## config.mk

```make
export PLATFORM = sky130hd
export DESIGN_NAME = axi_sram_slave
export DESIGN_NICKNAME = d
export VERILOG_FILES = /design/src/rtl/axi_sram_pkg.sv /design/src/rtl/axi_sram_slave.sv
export VERILOG_INCLUDE_DIRS = /design/src /design/src/rtl
export SDC_FILE = /design/constraint.sdc
export NUM_CORES = 1
export LEC_CHECK = 0
export CAP_MARGIN = 40
export CELL_PAD_IN_SITES_DETAIL_PLACEMENT = 0
export CELL_PAD_IN_SITES_GLOBAL_PLACEMENT = 1
export CORE_MARGIN = 1
export CORE_UTILIZATION = 24
export DETAILED_ROUTE_END_ITERATION = 16
export PLACE_DENSITY_LB_ADDON = 0.3
export SLEW_MARGIN = 20
export SYNTH_ARGS = -nofsm -noshare
export SYNTH_HDL_FRONTEND = slang
export SYNTH_SLANG_ARGS = --single-unit
```

## constraint.sdc

```tcl
create_clock -name clk -period 3.7 [get_ports clk]
set_clock_uncertainty 0.1 [all_clocks]
set_input_delay 0.74 -clock clk [delete_from_list [all_inputs] [get_ports clk]]
set_output_delay 0.74 -clock clk [all_outputs]
set_load 0.01 [all_outputs]
```

## src/rtl/AXI_define.svh

```systemverilog
// Shared AXI field widths used by the SRAM slave and anything that connects to it.
`ifndef AXI_DEFINE_SVH
`define AXI_DEFINE_SVH

`define AXI_IDS_BITS  8
`define AXI_ADDR_BITS 32
`define AXI_DATA_BITS 32
`define AXI_LEN_BITS  4

`endif

```

## src/rtl/axi_sram_pkg.sv

```systemverilog
// Types and constants for the AXI-to-SRAM slave: FSM states, response codes and strobe expansion.
`include "AXI_define.svh"

package axi_sram_pkg;

  typedef enum logic [2:0] {
    IDLE    = 3'd0,
    R_ISSUE = 3'd1,
    R_DATA  = 3'd2,
    W_DATA  = 3'd3,
    W_RESP  = 3'd4
  } state_t;

  localparam logic [1:0] RESP_OKAY   = 2'b00;
  localparam logic [1:0] RESP_SLVERR = 2'b10;
  localparam logic [1:0] BURST_INCR  = 2'b01;
  localparam logic [2:0] SIZE_WORD   = 3'b010;

  // Each byte strobe becomes eight active-low SRAM bit enables.
  function automatic logic [31:0] strb_to_bweb(input logic [3:0] strb);
    logic [31:0] bweb;
    bweb = '1;
    for (int k = 0; k < 4; k++) begin
      bweb[8*k +: 8] = strb[k] ? 8'h00 : 8'hFF;
    end
    return bweb;
  endfunction

endpackage

```

## src/rtl/axi_sram_slave.sv

```systemverilog
// AXI3-style single-port SRAM slave, one outstanding transaction, INCR bursts of up to 16 words.
// Define AXI_SRAM_SLAVE_ERRCHK_EN to flag non-word SIZE / non-INCR BURST / misplaced WLAST as SLVERR.
`include "AXI_define.svh"

module axi_sram_slave
  import axi_sram_pkg::*;
#(
  parameter int ADDR_W = 14
) (
  input  logic                     clk,
  input  logic                     rst,
  // Every channel uses strict valid/ready: a beat transfers on a rising edge where both are high;
  // the sender holds payload stable while valid is high and ready is low.
  input  logic [`AXI_IDS_BITS-1:0] ARID,
  input  logic [31:0]              ARADDR,
  input  logic [3:0]               ARLEN,
  input  logic [2:0]               ARSIZE,
  input  logic [1:0]               ARBURST,
  input  logic                     ARVALID,
  output logic                     ARREADY,
  output logic [`AXI_IDS_BITS-1:0] RID,
  output logic [31:0]              RDATA,
  output logic [1:0]               RRESP,
  output logic                     RLAST,
  output logic                     RVALID,
  input  logic                     RREADY,
  input  logic [`AXI_IDS_BITS-1:0] AWID,
  input  logic [31:0]              AWADDR,
  input  logic [3:0]               AWLEN,
  input  logic [2:0]               AWSIZE,
  input  logic [1:0]               AWBURST,
  input  logic                     AWVALID,
  output logic                     AWREADY,
  input  logic [31:0]              WDATA,
  input  logic [3:0]               WSTRB,
  input  logic                     WLAST,
  input  logic                     WVALID,
  output logic                     WREADY,
  output logic [`AXI_IDS_BITS-1:0] BID,
  output logic [1:0]               BRESP,
  output logic                     BVALID,
  input  logic                     BREADY,
  output logic                     CEB,
  output logic                     WEB,
  output logic [ADDR_W-1:0]        A,
  output logic [31:0]              DI,
  output logic [31:0]              BWEB,
  input  logic [31:0]              DO,
  output state_t                   dbg_state
);

  state_t                   state, state_nxt;
  logic [`AXI_IDS_BITS-1:0] id_q;
  logic [ADDR_W-1:0]        addr_q, a_hold;
  logic [31:0]              di_hold;
  logic [3:0]               len_q, cnt_q;
  logic                     err_q, wlast_err_q;
  logic                     last_beat;
  logic                     err_set_r, err_set_w, wlast_bad;
  logic                     ar_rdy, aw_rdy, r_vld, w_rdy, b_vld;
  logic                     sram_rd, sram_wr;

  assign last_beat = (cnt_q == len_q);

`ifdef AXI_SRAM_SLAVE_ERRCHK_EN
  assign err_set_r = (ARSIZE != SIZE_WORD) || (ARBURST != BURST_INCR);
  assign err_set_w = (AWSIZE != SIZE_WORD) || (AWBURST != BURST_INCR);
  assign wlast_bad = (WLAST != last_beat);
  logic unused_ok;
  assign unused_ok = &{1'b0, ARADDR[31:ADDR_W+2], ARADDR[1:0], AWADDR[31:ADDR_W+2], AWADDR[1:0]};
`else
  assign err_set_r = 1'b0;
  assign err_set_w = 1'b0;
  assign wlast_bad = 1'b0;
  logic unused_ok;
  assign unused_ok = &{1'b0, ARADDR[31:ADDR_W+2], ARADDR[1:0], AWADDR[31:ADDR_W+2], AWADDR[1:0],
                       ARSIZE, ARBURST, AWSIZE, AWBURST, WLAST};
`endif

  always_comb begin
    state_nxt = state;
    ar_rdy    = 1'b0;
    aw_rdy    = 1'b0;
    r_vld     = 1'b0;
    w_rdy     = 1'b0;
    b_vld     = 1'b0;
    sram_rd   = 1'b0;
    sram_wr   = 1'b0;
    unique case (state)
      IDLE: begin
        aw_rdy = 1'b1;
        ar_rdy = ~AWVALID;
        if (AWVALID)      state_nxt = W_DATA;
        else if (ARVALID) state_nxt = R_ISSUE;
      end
      R_ISSUE: begin
        sram_rd   = ~err_q;
        state_nxt = R_DATA;
      end
      R_DATA: begin
        r_vld = 1'b1;
        if (RREADY) state_nxt = last_beat ? IDLE : R_ISSUE;
      end
      W_DATA: begin
        w_rdy = 1'b1;
        if (WVALID) begin
          sram_wr = ~err_q;
          if (last_beat) state_nxt = W_RESP;
        end
      end
      W_RESP: begin
        b_vld = 1'b1;
        if (BREADY) state_nxt = IDLE;
      end
      default: state_nxt = IDLE;
    endcase
    // Reset silences the bus and the SRAM immediately, not just after the next edge.
    if (!rst) begin
      ar_rdy  = 1'b0;
      aw_rdy  = 1'b0;
      r_vld   = 1'b0;
      w_rdy   = 1'b0;
      b_vld   = 1'b0;
      sram_rd = 1'b0;
      sram_wr = 1'b0;
    end
  end

  always_ff @(posedge clk) begin
    if (!rst) begin
      state       <= IDLE;
      cnt_q       <= '0;
      err_q       <= 1'b0;
      wlast_err_q <= 1'b0;
    end else begin
      state <= state_nxt;
      if (state == IDLE && AWVALID) begin
        id_q        <= AWID;
        addr_q      <= AWADDR[ADDR_W+1:2];
        len_q       <= AWLEN;
        cnt_q       <= '0;
        err_q       <= err_set_w;
        wlast_err_q <= 1'b0;
      end else if (state == IDLE && ARVALID) begin
        id_q        <= ARID;
        addr_q      <= ARADDR[ADDR_W+1:2];
        len_q       <= ARLEN;
        cnt_q       <= '0;
        err_q       <= err_set_r;
        wlast_err_q <= 1'b0;
      end
      if (state == R_DATA && RREADY && !last_beat) begin
        addr_q <= addr_q + 1'b1;
        cnt_q  <= cnt_q + 1'b1;
      end
      if (state == W_DATA && WVALID) begin
        addr_q <= addr_q + 1'b1;
        cnt_q  <= cnt_q + 1'b1;
        if (wlast_bad) wlast_err_q <= 1'b1;
      end
    end
  end

  // Address and write data stay parked on the SRAM pins between accesses.
  always_ff @(posedge clk) begin
    if (sram_rd || sram_wr) a_hold <= addr_q;
    if (sram_wr)            di_hold <= WDATA;
  end

  assign ARREADY   = ar_rdy;
  assign AWREADY   = aw_rdy;
  assign WREADY    = w_rdy;
  assign RVALID    = r_vld;
  assign BVALID    = b_vld;
  assign RID       = id_q;
  assign BID       = id_q;
  assign RDATA     = err_q ? 32'h0 : DO;
  assign RLAST     = r_vld & last_beat;
  assign RRESP     = (rst && err_q) ? RESP_SLVERR : RESP_OKAY;
  assign BRESP     = (rst && (err_q || wlast_err_q)) ? RESP_SLVERR : RESP_OKAY;
  assign CEB       = ~(sram_rd | sram_wr);
  assign WEB       = ~sram_wr;
  assign BWEB      = sram_wr ? strb_to_bweb(WSTRB) : '1;
  assign A         = (sram_rd || sram_wr) ? addr_q : a_hold;
  assign DI        = sram_wr ? WDATA : di_hold;
  assign dbg_state = state;

endmodule
```

==> impl_metrics.env, run 1 <==
export IMPL_synth_top_area_cell="dfxtp_1"
export IMPL_cp_max_fo=15
export IMPL_hp_start="di_hold[7]"
export IMPL_first_pass_iters=3
export IMPL_dr_first_iter_drc_count=79
export IMPL_synthArstFlopShare_pct=0
export IMPL_holdPathStages=1
export IMPL_syn_inst=357
export IMPL_fin_crit_ns=3.509
export IMPL_grt_use_total_pct=11.38
export IMPL_cts_root_buffer="clkbuf_16"
export IMPL_setup_viol=0
export IMPL_reg2reg_setup_slack_ns=1.37
export IMPL_htree_levels=3
export IMPL_drv_slew=0
export IMPL_yosysMostFrequentCell="buf_4"
export IMPL_worst_pin_slew_ns=0.6978
export IMPL_rows=47
export IMPL_maxCapViolCount=0
export IMPL_diodes=0
export IMPL_multi_input_area_mm2=0.001600
export IMPL_period_share_pct=94.84
export IMPL_worstSetupStartpointType="primary input"
export IMPL_grt_first_pass_wirelength_um=15370
export IMPL_ys_top_cells_by_count="buf_4, mux2_2, dfxtp_1"
export IMPL_port_buffers=199
export IMPL_clock_latency_ns=0.34
export IMPL_routed_via_density=4.117
export IMPL_p_leak_nw=2.338
export IMPL_cts_resized=0
export IMPL_regToRegStartpoint="dbg_state[2]"
export IMPL_grt_pass1_vias=2867
export IMPL_rsz0062_at_grt="no"
export IMPL_reg2reg_to="addr_q[1]"
export IMPL_clock_sinks=79
export IMPL_vias=2952
export IMPL_netlist_area_mm2=0.004095
export IMPL_min_to="di_hold[7]"
export IMPL_dieArea_mm2=0.01759
export IMPL_cts_tree="built"
export IMPL_die_w_um=132.6
export IMPL_irDropWorstVdd_mv=0.2080
export IMPL_synthTopCellsByArea="dfxtp_1, edfxtp_1, mux2_2"
export IMPL_io_pins=315
export IMPL_cts_buffers=9
export IMPL_gp_congestion=0.7609
export IMPL_areaGrowthSynthToFinish_pct=49.68
export IMPL_status="completed"
export IMPL_regArea_mm2=0.001842
export IMPL_relSlewSlack_pct=52.99
export IMPL_finalHoldViolations=0
export IMPL_post_cts_setup_buffers=0
export IMPL_crit_type="in -> out"
export IMPL_post_place_cells=701
export IMPL_synth_edff_count=26
export IMPL_yosysWarnings=0
export IMPL_powerDensity_mw_per_mm2=586.6
export IMPL_final_cells=717
export IMPL_post_route_drc_count=0
export IMPL_hold_path_class="reg -> reg"
export IMPL_grt_max_degree=38
export IMPL_grt_overflow=0
export IMPL_drive_above_1_share_pct=17.71
export IMPL_core_area_mm2=0.01664
export IMPL_wl_per_cell_um=13.86
export IMPL_r2r_cells=4
export IMPL_fillers=1618
export IMPL_nNetsFinal=668
export IMPL_cts_hold_fix_buffers=0
export IMPL_antenna_found_initial=0
export IMPL_dp_hpwl_um=7665
export IMPL_postRouteAntennaNets=0
export IMPL_synth_top_area_share_pct=25.91
export IMPL_clkTransAtPathRegs_ns=0.06
export IMPL_synth_cell_types=41
export IMPL_fmax_ghz=0.2850
export IMPL_cts_buffer_depth=2
export IMPL_end_kind="output pin"
export IMPL_crit_arrival_ns=2.67
export IMPL_die_h_um=132.6
export IMPL_wirelength_um=9937
export IMPL_synth_seq_cells=79
export IMPL_required_ns=2.86
export IMPL_synth_area_per_cell_um2=11.47
export IMPL_synth_ff_type="dfxtp_1"
export IMPL_initial_core_util_pct=24.61
export IMPL_yosysSeqAreaShare_pct=44.97
export IMPL_finalSetupTns_ns=0
kinds of logic after synthesis:
logic type | Yosys count | share of synthesized area (%)
compound gates | 18 | 3.147
xor+xnor | 16 | 3.422
fa+ha+maj | 2 | 0.6110
buf+inv | 91 | 16.22
flops | 79 | 44.97
mux | 87 | 23.10
other cells | 1 | 0.09157
simple gates | 63 | 8.433
layout make-up:
type | count | area share, %
Timing Repair Buffer | 208 | 34.01
Sequential cell | 79 | 30.05
Multi-Input combinational cell | 190 | 26.11
Tap cell | 220 | 4.491
Clock buffer | 9 | 3.674
Clock inverter | 7 | 1.429
Inverter | 4 | 0.2449
per-layer routing:
metal / wire length, um / up-vias / track usage, %
met5: 0 / - / 0
met4: 218 / 0 / 5.811
met3: 720 / 24 / 3.448
met2: 4983 / 128 / 19.44
met1: 4014 / 1359 / 12.78
li1: - / 1441 / -
per-stage QoR:
stage	area [um2]	setup slack, ns	total power [mW]	hold WS (ns)	util [%]
floorplan	4106	0.6296	1.990	0.3799	-
global placement	5817	0.1403	2.677	0.3568	34.95
detailed placement	5817	0.1420	2.703	0.3621	34.95
CTS	6130	0.1377	3.681	0.3768	36.83
global route	6130	0.08116	3.804	0.3846	36.83
finish	6130	0.1908	3.596	0.3734	36.83
where the power goes:
group,switching (mW),internal (mW),total [mW]
clock network,0.359,0.586,0.945
logic,0.531,0.826,1.36
registers,0.0961,1.20,1.29
total,0.986,2.61,3.60
worst max-delay path, cell delays in order:
cell             delay [ns]
clkdlybuf4s50_1        0.55
nor2b_1                0.08
nor3_2                 0.24
buf_12                 0.19
mux2_2                 0.35
clkdlybuf4s50_1        0.52
registers in the layout, summed over array words and instances (netlist names):
register	flops
len_q	4
di_hold	32
BID	8
addr_q	14
dbg_state	3
a_hold	14
cnt_q	4
worst max path at each step:
stage / endpoint / start / depth (start not counted) / slack [ns]
after global placement: A[1] / WVALID / 6 / 0.14
after CTS: A[2] / WVALID / 6 / 0.14
after detailed placement: A[2] / WVALID / 6 / 0.14
final: A[2] / WVALID / 6 / 0.19
after floorplan: addr_q[0] / RREADY / 5 / 0.63
after global routing: A[0] / WVALID / 6 / 0.08
layout by cell type (no fill, tap or decap), types with 2 or more instances in the layout:
cell / n
dfxtp_1: 53
clkdlybuf4s50_1: 199
clkinv_2: 3
conb_1: 4
inv_1: 4
nor4bb_1: 2
buf_12: 2
and3_1: 3
nand2_1: 13
o22ai_1: 2
edfxtp_1: 26
bufinv_16: 2
clkbuf_16: 9
mux2_2: 60
buf_4: 7
nor2b_1: 5
nand3_1: 11
ha_1: 2
nor2_1: 8
nor3_1: 5
mux2i_1: 27
and2_1: 4
nor4_1: 4
o21ai_0: 8
xnor2_1: 9
xor2_1: 7
No activity file was read; power rests on OpenSTA's default activity.
==> run 2: changes to the inputs <==
--- a/config.mk
+++ b/config.mk
@@ -17,3 +17,4 @@
 export SYNTH_ARGS = -nofsm -noshare
 export SYNTH_HDL_FRONTEND = slang
 export SYNTH_SLANG_ARGS = --single-unit
+export TNS_END_PERCENT = 1
==> results of run 2 <==
The final DEF is identical to that of run 1; final timing and power are the same.
==> run 3: changes to the inputs <==
==> constraint.sdc (replaced) <==
create_clock -name clk -period 3.8 [get_ports clk]
set_clock_uncertainty 0.1 [all_clocks]
set_input_delay 0.76 -clock clk [delete_from_list [all_inputs] [get_ports clk]]
set_output_delay 0.76 -clock clk [all_outputs]
set_load 0.01 [all_outputs]
==> impl_metrics.env, run 3 (synthesis results as in run 1) <==
export IMPL_routed_via_density=4.144
export IMPL_antenna_found_initial=0
export IMPL_finalHoldViolations=0
export IMPL_timing_hold_ws_ns=0.3724
export IMPL_setup_viol=0
export IMPL_rows=47
export IMPL_post_route_drc_count=0
export IMPL_wirelength_um=10030
export IMPL_irDropWorstVdd_mv=0.2025
export IMPL_htree_levels=3
export IMPL_switching_share_pct=27.72
export IMPL_final_common_cell="clkdlybuf4s50_1"
export IMPL_reg2reg_setup_slack_ns=1.50
export IMPL_worst_slack_ns=0.2424
export IMPL_required_ns=2.94
export IMPL_die_h_um=132.6
export IMPL_holdPathStages=1
export IMPL_clkTransAtPathRegs_ns=0.06
export IMPL_post_place_cells=701
export IMPL_place_ws_ns=0.1952
export IMPL_core_area_mm2=0.01664
export IMPL_r2r_cells=4
export IMPL_gp_congestion=0.7668
export IMPL_post_cts_setup_buffers=0
export IMPL_final_cells=717
export IMPL_fin_crit_ns=3.558
export IMPL_grt_use_total_pct=11.56
export IMPL_fmax_ghz=0.2811
export IMPL_worst_pin_slew_ns=0.6664
export IMPL_dieArea_mm2=0.01759
export IMPL_first_pass_iters=4
export IMPL_combPwrFrac_pct=38.3
export IMPL_top_register="di_hold"
export IMPL_die_w_um=132.6
export IMPL_intPower_mw=2.492
export IMPL_crit_arrival_ns=2.70
export IMPL_seq_power_share_pct=36.6
export IMPL_min_to="di_hold[7]"
export IMPL_end_kind="output pin"
export IMPL_grt_overflow=0
export IMPL_worstSetupStartpointType="primary input"
export IMPL_wl_met3_um=690
export IMPL_mostFrequentLayoutCells="clkdlybuf4s50_1, mux2_2, dfxtp_1, mux2i_1, edfxtp_1"
export IMPL_maxCapViolCount=0
export IMPL_cts_resized=0
export IMPL_hold_path_class="reg -> reg"
export IMPL_vias=2971
export IMPL_reg2reg_to="addr_q[1]"
export IMPL_placedInstanceArea_mm2=0.005817
export IMPL_final_cell_area_mm2=0.006113
export IMPL_hp_start="di_hold[7]"
export IMPL_grt_pass1_vias=3011
export IMPL_drv_slew=0
export IMPL_startpoint="WVALID"
export IMPL_diodes=0
export IMPL_cts_tree="built"
export IMPL_areaGrowthSynthToFinish_pct=49.28
export IMPL_reg_top3="di_hold (32), a_hold (14), addr_q (14)"
export IMPL_cts_buffer_depth=2
export IMPL_status="completed"
export IMPL_largest_reg_flops=32
export IMPL_clock_latency_ns=0.34
export IMPL_nNetsFinal=668
export IMPL_relSlewSlack_pct=55.11
export IMPL_cts_root_buffer="clkbuf_16"
export IMPL_port_buffers=199
export IMPL_m1WireLength_um=4088
export IMPL_netSwitchingPower_mw=0.9556
export IMPL_cts_hold_fix_buffers=0
export IMPL_crit_type="in -> out"
export IMPL_topRoutingLayerUsed="met4"
export IMPL_finalSetupTns_ns=0
export IMPL_dr_first_iter_drc_count=63
export IMPL_powerDensity_mw_per_mm2=564.0
export IMPL_drive_above_1_share_pct=17.30
export IMPL_io_pins=315
export IMPL_period_share_pct=93.62
export IMPL_cts_buffers=9
export IMPL_p_leak_nw=2.328
export IMPL_p_clk_share_pct=25.1
export IMPL_postRouteAntennaNets=0
export IMPL_initial_core_util_pct=24.61
export IMPL_wl_per_cell_um=13.98
export IMPL_dr_wl_met2_um=4966
export IMPL_grt_max_degree=38
export IMPL_fillers=1617
export IMPL_grt_first_pass_wirelength_um=15680
export IMPL_rsz0062_at_grt="no"
export IMPL_dp_hpwl_um=7704
export IMPL_regToRegStartpoint="dbg_state[2]"
export IMPL_cp_max_fo=15
export IMPL_clock_sinks=79
run 3: power groups by stage:
stage          sequential (mW)  combinational (mW)  clock [mW]
2_1_floorplan             1.25               0.684           0
5_1_grt                   1.29                1.42       0.928
4_1_cts                   1.27                1.35       0.903
3_3_place_gp              1.28                1.33           0
3_5_place_dp              1.28                1.35           0
6_report                  1.26                1.32       0.864
run 3: layer usage:
metal	vias to the layer above	GRT usage, %
li1	1444	-
met1	1365	12.37
met2	133	20.26
met3	29	3.295
met4	0	6.833
met5	-	0
run 3: cell type report:
| cell class | instances | area (um2) | share of cell area, % |
|---|---|---|---|
| Timing Repair Buffer | 208 | 2085 | 34.10 |
| Sequential cell | 79 | 1842 | 30.13 |
| Multi-Input combinational cell | 190 | 1600 | 26.18 |
| Clock buffer | 14 | 286.5 | 4.687 |
| Tap cell | 220 | 275.3 | 4.503 |
| Inverter | 4 | 15.01 | 0.2456 |
| Clock inverter | 2 | 10.01 | 0.1637 |
run 3: per-stage QoR:
stage          util [%]  power, mW
4_1_cts           36.73      3.524
3_5_place_dp      34.95      2.631
3_3_place_gp      34.95      2.608
6_report          36.73      3.448
5_1_grt           36.73      3.640
2_1_floorplan         -      1.938
run 3: worst max-delay path, stage by stage:
cell and delay [ns]:
clkdlybuf4s50_1 0.55, nor2b_1 0.08, nor3_2 0.24, buf_12 0.19, mux2_2 0.35, clkdlybuf4s50_1 0.52
run 3: worst max path at each step:
stage	slack (ns)	to
floorplan	0.71	addr_q[0]
global placement	0.19	A[1]
detailed placement	0.20	A[1]
CTS	0.19	A[1]
global route	0.12	A[0]
finish	0.24	A[1]
